File: src/rtl/cdda_serial_out.sv
// CDDA output stage: stereo PCM FIFO feeding a right-justified serialiser on DC_SCK/DC_SDAT/DC_LRCK.
// Optional build macro CDDA_UNDERRUN_CNT_EN adds the io_UNDERRUN_CNT saturating underrun counter.
//
// state   | meaning
// --------+--------------------------------------------------------------
// ST_IDLE | outputs parked low, counters held at 0, waiting for io_EN
// ST_RUN  | shifting frames; io_EN is re-examined at each frame boundary
module cdda_serial_out #(
    parameter int FIFO_DEPTH = 16,
    parameter int SCK_DIV    = 16,
    parameter int SLOT_BITS  = 24,
    parameter int LOW_WATER  = 4
) (
    input  logic                                io_CDCLK,
    input  logic                                io_RSTn,
    input  logic                                io_EN,
    input  logic                                io_EMPH_IN,
    input  logic                                io_FLUSH,
    input  logic                                io_PCM_VALID,
    input  logic [31:0]                         io_PCM_DATA,
    output logic                                io_PCM_READY,
    output logic [$clog2(FIFO_DEPTH+1)-1:0]     io_FIFO_LEVEL,
    output logic                                io_LOW_WATER,
    output logic                                io_DC_SCK,
    output logic                                io_DC_SDAT,
    output logic                                io_DC_LRCK,
    output logic                                io_DC_EMPH
`ifdef CDDA_UNDERRUN_CNT_EN
    ,
    output logic [15:0]                         io_UNDERRUN_CNT
`endif
);

    localparam int AW  = $clog2(FIFO_DEPTH);
    localparam int LW  = $clog2(FIFO_DEPTH + 1);
    localparam int DW  = $clog2(SCK_DIV);
    localparam int BW  = $clog2(SLOT_BITS);
    localparam int PAD = SLOT_BITS - 16;

    localparam logic [LW-1:0] LVL_FULL = LW'(FIFO_DEPTH);
    localparam logic [LW-1:0] LVL_LOW  = LW'(LOW_WATER);
    localparam logic [DW-1:0] DIV_LAST = DW'(SCK_DIV - 1);
    localparam logic [DW-1:0] DIV_HALF = DW'(SCK_DIV / 2);
    localparam logic [BW-1:0] BIT_LAST = BW'(SLOT_BITS - 1);
    localparam logic [BW-1:0] BIT_PAD  = BW'(PAD);

    typedef enum logic {
        ST_IDLE,
        ST_RUN
    } state_t;

    state_t          state_q, state_d;
    logic [31:0]     mem [FIFO_DEPTH];
    logic [AW-1:0]   wr_ptr, rd_ptr;
    logic [LW-1:0]   level;
    logic [DW-1:0]   div_cnt, div_inc;
    logic [BW-1:0]   bit_cnt, bit_nxt;
    logic            slot, slot_nxt, bit_wrap;
    logic [31:0]     shreg, load_val;
    logic            sck_q, sdat_q, lrck_q, emph_q;
    logic            full, empty, push, pop;
    logic            frame_end, frame_start;

    assign full  = (level == LVL_FULL);
    assign empty = (level == '0);
    assign push  = io_PCM_VALID && !full;
    assign pop   = frame_start && !empty;

    assign frame_end = (state_q == ST_RUN) && (div_cnt == DIV_LAST) &&
                       (bit_cnt == BIT_LAST) && slot;

    always_ff @(posedge io_CDCLK) begin
        if (!io_RSTn) begin
            state_q <= ST_IDLE;
        end else begin
            state_q <= state_d;
        end
    end

    // A frame starts on the edge that moves the counters to slot 0 / bit 0 / div 0,
    // so the popped word is already in the shift register for the first bit.
    always_comb begin
        state_d     = state_q;
        frame_start = 1'b0;
        case (state_q)
            ST_IDLE: begin
                if (io_EN) begin
                    state_d     = ST_RUN;
                    frame_start = 1'b1;
                end
            end
            ST_RUN: begin
                if (frame_end) begin
                    if (io_EN) begin
                        frame_start = 1'b1;
                    end else begin
                        state_d = ST_IDLE;
                    end
                end
            end
            default: state_d = ST_IDLE;
        endcase
    end

    always_ff @(posedge io_CDCLK) begin
        if (!io_RSTn) begin
            wr_ptr <= '0;
            rd_ptr <= '0;
            level  <= '0;
        end else if (io_FLUSH) begin
            wr_ptr <= '0;
            rd_ptr <= '0;
            level  <= '0;
        end else begin
            if (push) wr_ptr <= wr_ptr + 1'b1;
            if (pop)  rd_ptr <= rd_ptr + 1'b1;
            level <= level + LW'(push) - LW'(pop);
        end
    end

    always_ff @(posedge io_CDCLK) begin
        if (io_RSTn && push && !io_FLUSH) begin
            mem[wr_ptr] <= io_PCM_DATA;
        end
    end

    assign load_val = pop ? mem[rd_ptr] : 32'h0;
    assign div_inc  = div_cnt + 1'b1;
    assign bit_wrap = (bit_cnt == BIT_LAST);
    assign bit_nxt  = bit_wrap ? '0 : bit_cnt + 1'b1;
    assign slot_nxt = slot ^ bit_wrap;

    // Left sample occupies shreg[31:16] and right [15:0], so one left shift per
    // sample bit walks through both channels in output order.
    always_ff @(posedge io_CDCLK) begin
        if (!io_RSTn) begin
            div_cnt <= '0;
            bit_cnt <= '0;
            slot    <= 1'b0;
            shreg   <= '0;
            sck_q   <= 1'b0;
            sdat_q  <= 1'b0;
            lrck_q  <= 1'b0;
        end else if (state_d == ST_IDLE) begin
            div_cnt <= '0;
            bit_cnt <= '0;
            slot    <= 1'b0;
            sck_q   <= 1'b0;
            sdat_q  <= 1'b0;
            lrck_q  <= 1'b0;
        end else if (frame_start) begin
            div_cnt <= '0;
            bit_cnt <= '0;
            slot    <= 1'b0;
            sck_q   <= 1'b0;
            lrck_q  <= 1'b0;
            if (PAD == 0) begin
                sdat_q <= load_val[31];
                shreg  <= {load_val[30:0], 1'b0};
            end else begin
                sdat_q <= 1'b0;
                shreg  <= load_val;
            end
        end else if (div_cnt == DIV_LAST) begin
            div_cnt <= '0;
            sck_q   <= 1'b0;
            bit_cnt <= bit_nxt;
            slot    <= slot_nxt;
            lrck_q  <= slot_nxt;
            if (bit_nxt >= BIT_PAD) begin
                sdat_q <= shreg[31];
                shreg  <= {shreg[30:0], 1'b0};
            end else begin
                sdat_q <= 1'b0;
            end
        end else begin
            div_cnt <= div_inc;
            sck_q   <= (div_inc >= DIV_HALF);
        end
    end

    always_ff @(posedge io_CDCLK) begin
        if (!io_RSTn) begin
            emph_q <= 1'b0;
        end else begin
            emph_q <= io_EMPH_IN;
        end
    end

`ifdef CDDA_UNDERRUN_CNT_EN
    logic [15:0] underrun_cnt;
    logic        underrun;

    assign underrun = frame_start && empty;

    always_ff @(posedge io_CDCLK) begin
        if (!io_RSTn) begin
            underrun_cnt <= '0;
        end else if (io_FLUSH) begin
            underrun_cnt <= '0;
        end else if (underrun && (underrun_cnt != 16'hFFFF)) begin
            underrun_cnt <= underrun_cnt + 1'b1;
        end
    end

    assign io_UNDERRUN_CNT = underrun_cnt;
`endif

    assign io_PCM_READY  = !full;
    assign io_FIFO_LEVEL = level;
    assign io_LOW_WATER  = (level <= LVL_LOW);
    assign io_DC_SCK     = sck_q;
    assign io_DC_SDAT    = sdat_q;
    assign io_DC_LRCK    = lrck_q;
    assign io_DC_EMPH    = emph_q;

endmodule

File: config.mk
export PLATFORM = sky130hd
export DESIGN_NAME = cdda_serial_out
export DESIGN_NICKNAME = d
export VERILOG_FILES = /design/src/rtl/cdda_serial_out.sv
export SDC_FILE = /design/constraint.sdc
export NUM_CORES = 1
export LEC_CHECK = 0
export ABC_AREA = 0
export ABC_CLOCK_PERIOD_IN_PS = 3100
export BUFFER_PORTS_ARGS = -buffer_cell sky130_fd_sc_hd__buf_4
export CAP_MARGIN = 10
export CORE_AREA = 2 2 206 208
export CTS_CLUSTER_SIZE = 8
export DETAILED_ROUTE_END_ITERATION = 7
export DIE_AREA = 0 0 208 210
export PLACE_DENSITY = 0.75
export SYNTH_ARGS = -nofsm -noshare
export SYNTH_HDL_FRONTEND = slang
export SYNTH_SLANG_ARGS = --single-unit
File: constraint.sdc
create_clock -name io_CDCLK -period 3.1 [get_ports io_CDCLK]
set_input_delay 0.62 -clock io_CDCLK [delete_from_list [all_inputs] [get_ports io_CDCLK]]
set_output_delay 0.62 -clock io_CDCLK [all_outputs]
set_load 0.01 [all_outputs]
Word level (Yosys, flattened, before mapping)

Memory sizes are Yosys's and may differ from the RTL's. A register that Yosys moved wholly into a read port is not among the register bits.
Cells that the tools add are included.

Bits in registers: 59
RAM bits: 512
Input port bits: 38
Output and inout bits: 11
Word-level logic and storage cells: 60
Memories kept: 1

Memories:

| name | depth | width | read ports | clocked after Yosys merged registers in | write ports | line | source |
|---|---|---|---|---|---|---|---|
| mem  | 16    | 32    | 1          | 1                                       | 1           | 53   | `logic [31:0] mem [FIFO_DEPTH];` |

Add/subtract/negate cells: 6
Magnitude comparators: 3
Eq/ne operators: 3
Multiplexer cells: 15
Bitwise logic cells: 4
Reductions and logical operators: 17

Operators with widths:

| cell                                                            | number |
|---|---|
| two-way mux 32 bit                                              | 4 |
| adder 4 x 1 -> 4 bit (second input constant)                    | 3 |
| equality test 5 bit (second input constant)                     | 2 |
| two-way mux 4 bit                                               | 2 |
| logical AND 1 bit                                               | 7 |
| two-way mux 1 bit                                               | 6 |
| adder 5 x 1 -> 5 bit                                            | 1 |
| adder 5 x 1 -> 5 bit (second input constant)                    | 1 |
| >= comparator 5 x 4 -> 1 bit (second input constant)            | 1 |
| less-or-equal comparator 5 x 3 -> 1 bit (second input constant) | 1 |
| logical NOT 5 bit                                               | 1 |
| two-way mux 5 bit                                               | 1 |
| subtractor 5 x 1 -> 5 bit                                       | 1 |
| equality test 4 bit (second input constant)                     | 1 |
| >= comparator 4 bit (second input constant)                     | 1 |
| case mux 1 bit (2 select lines)                                 | 2 |
| nonzero test 2 bit                                              | 2 |
| OR reduction 4 bit                                              | 1 |
| logical NOT 1 bit                                               | 3 |
| NOT 1 bit                                                       | 3 |
| AND reduction 3 bit                                             | 1 |
| OR reduction 3 bit                                              | 1 |
| OR reduction 2 bit                                              | 1 |
| XOR 1 bit                                                       | 1 |

Depth between registers and ports, before layout

Depth after elaboration: 9
Gate-level depth with buffers: 14
Mapped depth without buffers: 13

Worst setup path before layout

OpenSTA, ideal clock, no wires.

Path type: reg2reg
Start point: reg level[2] (netlist: io_FIFO_LEVEL[2])
End point: mem mem[12][0], enable pin
Setup time: 421 ps
Arrival time: 2,720 ps
Required time: 2,679 ps
Setup slack: -41 ps
Stages on the path, launching flop included: 8
Path buffers: 1
Period minus slack after synthesis: 3,141 ps
Path through: dfxtp_1 > inv_1 > ha_1 > nand4bb_1 > and2_1 > clkbuf_1 > nand2_1 > nor2_1

Cells in the longest elaborated chain, start to end: 7

RTL lines:

| what                                    | line | source |
|---|---|---|
| from (decl)                             | 55   | `logic [LW-1:0] level;` |
| from (signal assigned)                  | 117  | `level <= level + LW'(push) - LW'(pop);` |
| equality test 5 bit                     | 64   | `assign full = (level == LVL_FULL);` |
| logical NOT 1 bit                       | -    |  |
| via io_PCM_READY                        | 21   | `output logic io_PCM_READY,` |
| logical AND 1 bit                       | 66   | `assign push = io_PCM_VALID && !full;` |
| logical AND 1 bit (2 in a row)          | 122  | `if (io_RSTn && push && !io_FLUSH) begin` |
| two-way mux 1 bit                       | 122  |  |
| two-way mux 1 bit (not written as such) | 123  | `mem[wr_ptr] <= io_PCM_DATA;` |
| to (decl)                               | 53   |  |

The timed path passes the listed nets, and every way through them passes these cells.

Final worst setup path

Start point: reg bit_cnt[0]
End point: reg level[4] (netlist: io_FIFO_LEVEL[4])

Cells in the longest elaborated chain, start to end: 7

RTL lines:

| what                            | line | source |
|---|---|---|
| from (decl)                     | 57   | `logic [BW-1:0] bit_cnt, bit_nxt;` |
| from (signal assigned)          | 167  | `bit_cnt <= bit_nxt;` |
| equality test 5 bit             | 70   | `(bit_cnt == BIT_LAST) && slot;` |
| logical AND 1 bit               | 69   | `assign frame_end = (state_q == ST_RUN) && (div_cnt == DIV_LAST) &&` |
| logical AND 1 bit               | 70   |  |
| two-way mux 1 bit               | 93   | `if (frame_end) begin` |
| case mux 1 bit (2 select lines) | 85   | `case (state_q)` |
| logical AND 1 bit               | 67   | `assign pop = frame_start && !empty;` |
| via pop                         | 61   | `logic full, empty, push, pop;` |
| subtractor 5 x 1 -> 5 bit       | 117  |  |

The timed path passes the listed nets, and every way through them passes these cells.
A chain may end at the register's enable or synchronous reset.

==> metrics list <==
- After routing the design area is approximately 0.027 mm2.
- Number of nets in the layout: 1329
- For the worst setup path, the data required time is 3.58 ns.
* Num ports: 49
* Max clock buf depth: 3
- In this run the number of H-tree levels came out at 3.
- In this run the cell area measured after placement is approximately 0.024 mm2.
- First-pass iteration count of the detailed router: 5
* Cts-stage hold buffer count: 0
- Startpoint type of the worst setup path: flip-flop
* Detail-routed via count per cell: approximately 6.4
- The die covers roughly 0.044 mm2.
* Number of clock buffers inserted by TritonCTS: 81
- Derived from the worst setup path, the maximum achievable clock frequency is 0.357 GHz.
- Via count of the first global-routing pass: 12300
* Peak supply drop: about 0.34 mV
- Die extent in y: ~210 um
- Vias: between 10000 and 15000
- The initial utilization of the core area, before any placement, comes to 0.553.
- The signal on the critical path passes through ha_2 > and4b_2 > a31oi_1 > nor3_1 > ha_1 > inv_1 > ha_1 > fa_1 > a21oi_1 > o21ai_0 > xor2_1 > nor2_1.
- Of the total synthesized cell area, the portion taken by full adders, half adders and majority gates is 0.00905.
- ANT nets after route: 0
* Leakage power: a little over 8 nW
* Final total power: 0.0177 W
- STA classifies the critical path endpoint as a flip-flop.
* Unrepaired setup endpoints after global routing: false
- Final cycle utilization of the critical path: 0.904
- In the final layout, the share of cells above drive strength 1 is 0.296.
- Of the total synthesized cell area, the portion taken by XOR and XNOR cells is 0.00343.
* Source-to-sink clock delay at the later pin of the worst-skew pair: a little under 0.6 ns
- Cell count after synthesis: between 1000 and 1500
- Max-cap violations in this run came to 0.
* PortBufs: 48
* Final Slew Violations: 0
- After detailed routing, the number of remaining DRC violations is 0.
- In this run the tightest slew margin relative to its limit is 0.465.
* Async SR Flop Fraction: 0
* Slowest CP cell: sky130_fd_sc_hd__dfxtp_1
- The run finished with clean final reports.
* Most common cell after layout, fill and taps aside: sky130_fd_sc_hd__edfxtp_1
* Horizontal die dimension: approximately 210 um
* Final worst slack: just under 0.3 ns
- The analysis attributes to net switching a power of 0.00364 W.
* Clock skew after layout: ~0.016 ns
* Mux contribution to synthesized area: 0.159
- The cell that appears most often on the critical path is sky130_fd_sc_hd__ha_1.
- Post-route minimum period: 2.80 ns
* Sequential-to-total area share from yosys stat: 0.724
- Together, buffers and inverters on the worst path number 1.
- Buffers inserted by post-CTS timing repair: 0
- In the global route stage, overall resource usage came out at 0.229.
- Number of placement rows: 75
* Power density over the cells: 662 mW/mm2
- Total grt overflow: 0
- Crit-path max cell delay: approximately 0.44 ns
- Data on the critical path arrives at its endpoint at approximately 3.3 ns.
* Area Growth Syn to Fin: 16.2%
- In this run, synthesis inferred 512 flip-flops with an integrated enable.
* # resized after CTS: 0
* Simple-Gate Fraction of Synth Area: 0.0305
* Crit Path Category: reg -> reg
- The final layout contains routed wiring with a total length of slightly below 50000 um.
- Syn_nets: ~1200
- Initial detailed-routing violation count: approximately 1300
- Largest fanout on the critical path: 6
* Final-report setup violation count: 0
- At the end of routability-driven placement, the weighted congestion stood at roughly 0.77.
- Worst slack after detailed placement: around 0.23 ns
- After detailed routing, the average wire length per cell comes to between 20 and 30 um.
- Class of the worst hold path: in -> reg
- At the pin with the least slew margin, the transition time is 0.803 ns.
- Clock-pin slew was measured on the worst setup and hold paths at approximately 0.05 ns.
- Synthesized cell area: 0.0230 mm2
- Of the total power, registers draw 0.485.
- Counting distinct cell types in the post-synthesis netlist gives 48.
- The Yosys step of the flow raised 0 warnings.
- The synthesized design contains 574 register bits.
- Of the total power, the share spent switching nets is 0.206.
- Total number of clock tree sinks: approximately 570
* Dominant combinational cell family by area after synthesis: multiplexers
- Internal: roughly 0.014 W
- The first global-routing pass estimated 74800 um of wire.
* Combinational Power Share: 0.050
- Entering global routing, the biggest net connects 66 pins.
* Antenna violations before repair: 2
* Prevailing post-synth register cell: sky130_fd_sc_hd__edfxtp_1
* Clock group share of total power: 0.465
- TritonCTS built the clock tree.
- Top delay family on crit path: adder cells
- The number of hold violations in the final report is 0.
- Final HPWL from detailed placement: 23700 um
- The core region is just over 0.04 mm2.
- Compound-Gate Fraction of Synth Area: 0.0464
- The root buffer cell chosen for the clock tree is sky130_fd_sc_hd__clkbuf_16.
- Average cell area after synthesis: 19.3 um2
- Most frequent cells in the layout: sky130_fd_sc_hd__edfxtp_1 (512), sky130_fd_sc_hd__mux4_2 (128), sky130_fd_sc_hd__clkbuf_16 (87), sky130_fd_sc_hd__nand3_1 (69)
## registers in the layout, summed over array words and instances (netlist names), named ones only
| name | count |
|---|---|
| mem | 512 |
| shreg | 32 |
| bit_cnt | 5 |
| io_FIFO_LEVEL | 5 |
| div_cnt | 4 |
| rd_ptr | 4 |
| wr_ptr | 4 |
| io_DC_EMPH | 1 |
| io_DC_LRCK | 1 |
| io_DC_SDAT | 1 |
| state_q | 1 |
## cell families after synthesis
kind of cell,after synthesis
XOR/XNOR,9
AO/OA/AOI/OAI,121
AND/OR/NAND/NOR,143
multiplexers,197
flip-flops,574
buffers and inverters,129
adder cells (fa/ha/maj),16
## layer usage
| layer | routed length [um] | part of all wire | track usage |
|---|---|---|---|
| met1 | 19600 | 0.40 | 0.313 |
| met2 | 24200 | 0.49 | 0.376 |
| met3 | 4390 | 0.090 | 0.0471 |
| met4 | 902 | 0.018 | 0.0770 |
| met5 | 13 | 0.00027 | 0 |
## cell usage after synthesis (25+ instances only)
library cell               count  area, um2
sky130_fd_sc_hd__clkbuf_1     35        131
sky130_fd_sc_hd__dfxtp_1      62       1240
sky130_fd_sc_hd__mux4_2      128       2880
sky130_fd_sc_hd__mux2_2       62        698
sky130_fd_sc_hd__edfxtp_1    512      15400
sky130_fd_sc_hd__nor2_1       32        120
sky130_fd_sc_hd__a311oi_1     30        263
sky130_fd_sc_hd__a221oi_1     32        280
sky130_fd_sc_hd__nand3_1      69        345
sky130_fd_sc_hd__buf_2        25        125
sky130_fd_sc_hd__a32o_1       31        310
sky130_fd_sc_hd__inv_1        46        173
## worst register-to-register path: cells and delay by family (launching register included)
family,cells,cell delay (ns)
buffers and inverters,1,0.04
flip-flops,1,0.44
XOR/XNOR,1,0.15
adder cells (fa/ha/maj),4,1.08
AND/OR/NAND/NOR,3,0.62
AO/OA/AOI/OAI,3,0.38
## cell type report
cell class,count,area [um2]
fillers,2715,14800
clock buffers,146,2400
clock inverters,1,8.76
diodes,1,2.50
repair buffers,86,946
flip-flops and latches,574,16600
inverters,46,173
multi-input cells,486,5850
well taps,539,674
## stage by stage
step	instances	setup TNS, ns	hold WS (ns)	utilization
floorplan	1189	-12.80	0.446	-
global placement	1731	0	0.456	0.585
detailed placement	1731	0	0.463	0.585
CTS	1878	0	0.225	0.643
global route	1878	0	0.238	0.643
finish	1879	0	0.244	0.643
## power groups by stage
stage	logic (W)	clock network [W]	registers [W]
floorplan	0.000520	0	0.00870
global placement	0.000847	0	0.00871
detailed placement	0.000872	0	0.00871
CTS	0.000884	0.00833	0.00857
global route	0.000962	0.00866	0.00857
finish	0.000879	0.00822	0.00857
## final timing paths
| path | from | slack, ns | depth (start not counted) | endpoint |
|---|---|---|---|---|
| max reg2reg | bit_cnt[0]$_SDFFE_PP0N_ | 0.30 | 12 | io_FIFO_LEVEL[4]$_SDFF_PP0_ |
| min | io_EMPH_IN | 0.24 | 2 | io_DC_EMPH$_SDFF_PN0_ |
| max | bit_cnt[0]$_SDFFE_PP0N_ | 0.30 | 12 | io_FIFO_LEVEL[4]$_SDFF_PP0_ |
| min reg2reg | io_DC_SDAT$_SDFFE_PP0N_ | 0.47 | 2 | io_DC_SDAT$_SDFFE_PP0N_ |
No activity file was read; power rests on OpenSTA's default activity.
